`config.mk`:
```
export PLATFORM = sky130hd
export DESIGN_NAME = fetch
export DESIGN_NICKNAME = d
export VERILOG_FILES = /design/src/rtl/fetch_pkg.sv /design/src/rtl/fetch_stall_counter.sv /design/src/rtl/fetch.sv
export SDC_FILE = /design/constraint.sdc
export NUM_CORES = 1
export LEC_CHECK = 0
export ABC_CLOCK_PERIOD_IN_PS = 1800
export CORE_MARGIN = 3
export CORE_UTILIZATION = 35
export DETAILED_ROUTE_END_ITERATION = 6
export HOLD_SLACK_MARGIN = 0.06
export PLACE_DENSITY = 0.88
export SYNTH_ARGS = -nofsm -noshare
export SYNTH_HDL_FRONTEND = slang
export SYNTH_SLANG_ARGS = --single-unit
```
`constraint.sdc`:
```
create_clock -name clk -period 1.8 [get_ports clk]
set_input_delay 0.27 -clock clk [delete_from_list [all_inputs] [get_ports clk]]
set_output_delay 0.27 -clock clk [all_outputs]
set_load 0.01 [all_outputs]
```
`src/rtl/fetch_pkg.sv`:
```
// fetch_pkg: shared encodings and types for the instruction-fetch stage
package fetch_pkg;
  localparam logic [5:0] OP_SPECIAL = 6'b000000;
  localparam logic [5:0] FUNCT_NOP = 6'b000001;
  localparam logic [31:0] NOP_WORD = {OP_SPECIAL, 20'b0, FUNCT_NOP};
  localparam int WAIT_W = 5;
  typedef enum logic [1:0] {FILL, RUN, WAIT, HALT} fetch_state_t;
endpackage

```
`src/rtl/fetch_stall_counter.sv`:
```
// fetch_stall_counter: down-counter of remaining stall cycles; clk, rstn, load/load_val, en, done
module fetch_stall_counter
  import fetch_pkg::*;
(
  input  logic              clk,
  input  logic              rstn,
  input  logic              load,
  input  logic [WAIT_W-1:0] load_val,
  input  logic              en,
  output logic              done
);
  logic [WAIT_W-1:0] cnt;
  always_ff @(posedge clk)
    if (!rstn) cnt <= '0;
    else if (load) cnt <= load_val;
    else if (en) cnt <= cnt - 1'b1;
  assign done = en && cnt == WAIT_W'(1);
endmodule

```
`src/rtl/fetch.sv`:
```
// fetch: PC owner and BRAM addresser; clk, rstn, imem_addr/imem_rdata, dec_* controls, f_pc/f_inst/f_valid/f_bubble, halted
module fetch
  import fetch_pkg::*;
#(
  parameter logic [31:0] RESET_PC = 32'h0000_0000,
  parameter int IMEM_ADDR_W = 15,
  parameter logic [31:0] NOP_INST = NOP_WORD
) (
  input  logic                   clk,
  input  logic                   rstn,
  output logic [IMEM_ADDR_W-1:0] imem_addr,
  input  logic [31:0]            imem_rdata,
  input  logic [31:0]            dec_npc,
  input  logic                   dec_hazard,
  input  logic                   dec_stop,
  input  logic [WAIT_W-1:0]      dec_wait_time,
  input  logic                   ext_stall,
  output logic [31:0]            f_pc,
  output logic [31:0]            f_inst,
  output logic                   f_valid,
  output logic                   f_bubble,
  output logic                   halted
);
  fetch_state_t state, nxt;
  logic [31:0] pc_reg;
  logic run, adv, load, done;
  assign run = state == RUN;
  assign adv = run && !ext_stall && !dec_stop && !dec_hazard;
  assign load = adv && dec_wait_time != '0;
  fetch_stall_counter u_cnt (
    .clk(clk),
    .rstn(rstn),
    .load(load),
    .load_val(dec_wait_time),
    .en(state == WAIT && !ext_stall),
    .done(done)
  );
  always_comb
    nxt = (state == FILL && !ext_stall) ? RUN :
          (run && !ext_stall && dec_stop) ? HALT :
          load ? WAIT :
          done ? RUN : state;
  always_ff @(posedge clk)
    if (!rstn) begin
      state <= FILL;
      pc_reg <= RESET_PC;
    end else begin
      state <= nxt;
      if (adv) pc_reg <= dec_npc & ~32'd3;
    end
  // Outputs are forced to their reset values while rstn is low so the very first reset cycle is clean too.
  // On advance the BRAM is addressed straight from dec_npc, giving zero-penalty redirects.
  assign imem_addr = !rstn ? RESET_PC[IMEM_ADDR_W+1:2] :
                     adv ? dec_npc[IMEM_ADDR_W+1:2] : pc_reg[IMEM_ADDR_W+1:2];
  assign f_pc = rstn ? pc_reg : RESET_PC;
  assign f_valid = rstn && run;
  assign f_inst = f_valid ? imem_rdata : NOP_INST;
  assign f_bubble = rstn && (state == HALT || (run && !ext_stall && (dec_stop || dec_hazard)));
  assign halted = rstn && state == HALT;
endmodule

```
==> flow_metrics.env, run 1 <==
export IMPL_synth_avg_cell_area_sq_um=7.94
export IMPL_crit_buf_inv=4
export IMPL_antenna_found_initial=0
export IMPL_met1_length_um=3200
export IMPL_drt_first_pass_iters=4
export IMPL_area_delta_synth_final_pct=87.9
export IMPL_grt_pass1_wl_um=11700
export IMPL_grt_max_degree=36
export IMPL_holdPathEnd="pc_reg[31]"
export IMPL_regToRegEndpoint="u_cnt.cnt[3]"
export IMPL_cp_max_fo=6
export IMPL_synth_common_cells="nand2_1, and2_1, dfxtp_1"
export IMPL_largest_register_ffs=30
export IMPL_coreArea_sq_mm=0.00574
export IMPL_synth_top_area_frac=0.343
export IMPL_reg2reg_depth=7
export IMPL_worst_slack_ns=-0.139
export IMPL_power_total_uw=2100
export IMPL_path_delay_family="buffers and inverters"
export IMPL_yosysSeqAreaShare=0.343
export IMPL_routed_via_density=4.73
export IMPL_rsz0062_at_grt="true"
export IMPL_wl_met3_um=341
export IMPL_cts_sinks=37
export IMPL_maxCapViolations=0
export IMPL_io_buffers=151
export IMPL_min_from="pc_reg[31]"
export IMPL_htreeDepth=2
export IMPL_wl_um=7700
export IMPL_gp_congestion=0.818
export IMPL_yosys_area_share_adder=0.0116
export IMPL_fin_setup_tns_ns=-1.39
export IMPL_power_density_mw_per_mm2=518
export IMPL_whs_ns=0.451
export IMPL_finalClockSkew_ns=0.00687
export IMPL_min_path_type="reg -> reg"
export IMPL_synthSimpleGateAreaFrac=0.363
export IMPL_cts_root_buf="clkbuf_8"
export IMPL_cts_buffer_depth=2
export IMPL_postRouteAntennaNets=0
export IMPL_std_cell_rows=27
export IMPL_violations="setup timing"
export IMPL_synth_async_reset_ratio=0
export IMPL_diodes=0
export IMPL_grt_ovfl_total=0
export IMPL_fill_cells=455
export IMPL_die_y_um=84.6
export IMPL_synth_top_cell_by_area="dfxtp_1"
export IMPL_yosysUniqueCellTypes=32
export IMPL_synth_most_common_cell="nand2_1"
export IMPL_synth_seq_cells=37
export IMPL_vias=2482
export IMPL_clk_pin_slew_ns=0.08
export IMPL_routed_top_layer="met4"
export IMPL_dieArea_sq_mm=0.00715
export IMPL_post_route_drc_count=0
export IMPL_initial_core_util=0.376
export IMPL_synth_area_sq_mm=0.00216
export IMPL_leakagePower_uw=0.00180
export IMPL_place_ws_ns=-0.608
export IMPL_cpMostUsedCell="buf_6"
export IMPL_nets=528
export IMPL_synthMuxAreaShare=0
export IMPL_synth_area_leaders="dfxtp_1, and2_1, nand2_1, a21boi_1, a21boi_0"
export IMPL_grt_pass1_vias=2459
export IMPL_wl_per_cell_um=14.7
export IMPL_synth_edf_count=0
export IMPL_met2_length_um=4110
export IMPL_synth_warnings=0
export IMPL_die_width_um=84.6
export IMPL_drv_slew=0
export IMPL_period_needed_ns=1.94
export IMPL_worstReg2RegStart="state[0]"
export IMPL_drive_gt1_frac=0.274
export IMPL_hold_depth=2
export IMPL_synth_xor_area_frac=0.00811
export IMPL_startpoint_type="flop"
export IMPL_cp_cell_sequence="nor3b_4, buf_4, and2_4, buf_6, buf_6, nand2_4, a21boi_2, buf_2"
export IMPL_cts_tree="done"
export IMPL_end_kind="output pin"
export IMPL_grt_usage=0.199
export IMPL_finalCritPeriodShare=1.08
export IMPL_max_freq_ghz=0.516
export IMPL_synth_cells=272
export IMPL_post_route_util=0.707
export IMPL_outcome="finished, violations left"
export IMPL_synth_top_family_by_area="simple AND/OR/NAND/NOR gates"
export IMPL_slowest_stage="dfxtp_2"
export IMPL_clock_latency_ns=0.29
export IMPL_synth_compound_area_share=0.217
export IMPL_setup_viol_count_final=15
export IMPL_yosys_most_used_dff="dfxtp_1"
export IMPL_max_stage_delay_ns=0.35
export IMPL_finalHoldViolCount=0
export IMPL_r2r_setup_slack_ns=0.18
export IMPL_io_pins=156
export IMPL_drtIter0Drc=63
export IMPL_ir_drop_v=0.000506
export IMPL_hpwl_um=5660
export IMPL_arrival_ns=1.67
export IMPL_cp_required_ns=1.53
export IMPL_cts_buffers_inserted=5
export IMPL_critPathKind="reg -> out"
[area by class of cell]
cell class	count	area (sq um)	area share
clock buffer	6	82.6	0.0204
clock inverter	2	37.5	0.00925
inverter	3	11.3	0.00278
multi-input combinational	212	1390	0.343
sequential	37	743	0.183
tap	72	90.1	0.0222
timing repair buffer	193	1700	0.420
[power by group]
| part | internal, uW | switching (uW) |
|---|---|---|
| sequential | 839 | 14.4 |
| combinational | 310 | 184 |
| clock | 451 | 303 |
[metrics by stage]
stage               cells  cell area (sq um)
finish                525               4060
global route          525               4060
CTS                   521               3990
detailed placement    501               3870
global placement      501               3870
floorplan             273               2160
[metal layers]
metal / GRT usage / vias up
li1: - / 1254
met1: 0.230 / 1153
met2: 0.380 / 69
met3: 0.0353 / 6
met4: 0.0388 / 0
met5: 0 / -
[worst register-to-register path: stages, from the launching register on]
cell      delay (ns)
dfxtp_2         0.32
nor3b_4         0.14
buf_4           0.13
and2_4          0.17
buf_6           0.14
buf_4           0.18
a211oi_1        0.22
and4bb_1        0.22
[cells by family after synthesis]
logic type / after synthesis
AND/OR/NAND/NOR: 147
AO/OA/AOI/OAI: 59
flip-flops: 37
buffers and inverters: 24
XOR/XNOR: 2
adder cells (fa/ha/maj): 2
other: 1
[layout by cell type, fill, tap and decap left out, types with 6 or more instances in the layout]
master	Yosys	routed
buf_4	4	31
dfxtp_1	37	35
nand2_1	66	56
clkbuf_2	0	13
buf_2	0	34
and2_1	62	60
a21boi_1	25	29
a21boi_0	23	14
clkdlybuf4s50_1	0	97
clkbuf_8	0	6
dlygate4sd2_1	0	6
[worst max path at each step]
stage	start	end	slack, ns	cells after the start
floorplan	state[0]	imem_addr[0]	0.06	6
global placement	dec_stop	imem_addr[0]	-0.59	7
detailed placement	ext_stall	imem_addr[0]	-0.61	7
CTS	state[1]	imem_addr[7]	-0.12	8
global route	state[1]	imem_addr[1]	-0.22	8
finish	state[1]	imem_addr[1]	-0.14	8
[timing repair]
action | CTS | global route
setup buffers | 9 | 3
gates resized for setup | 193 | 31
endpoints found under the setup margin | 50 | 30
hold buffers | 0 | 0
cloned | 3 | 2
pin swaps | 7 | 11
No activity file was read; power rests on OpenSTA's default activity.
==> run 2, diff against run 1 <==
--- a/config.mk
+++ b/config.mk
@@ -5,10 +5,10 @@
 export SDC_FILE = /design/constraint.sdc
 export NUM_CORES = 1
 export LEC_CHECK = 0
-export ABC_CLOCK_PERIOD_IN_PS = 1800
 export CORE_MARGIN = 3
 export CORE_UTILIZATION = 35
 export DETAILED_ROUTE_END_ITERATION = 6
+export GPL_TIMING_DRIVEN = 1
 export HOLD_SLACK_MARGIN = 0.06
 export PLACE_DENSITY = 0.88
 export SYNTH_ARGS = -nofsm -noshare
==> results of run 2 <==
No change in the layout: final DEF, timing and power equal those of run 1.
==> run 3, diff against run 2 <==
--- a/config.mk
+++ b/config.mk
@@ -7,6 +7,7 @@
 export LEC_CHECK = 0
 export CORE_MARGIN = 3
 export CORE_UTILIZATION = 35
+export CTS_CLUSTER_SIZE = 16
 export DETAILED_ROUTE_END_ITERATION = 6
 export GPL_TIMING_DRIVEN = 1
 export HOLD_SLACK_MARGIN = 0.06
==> results of run 3 <==
No change in the layout: final DEF, timing and power equal those of run 1.
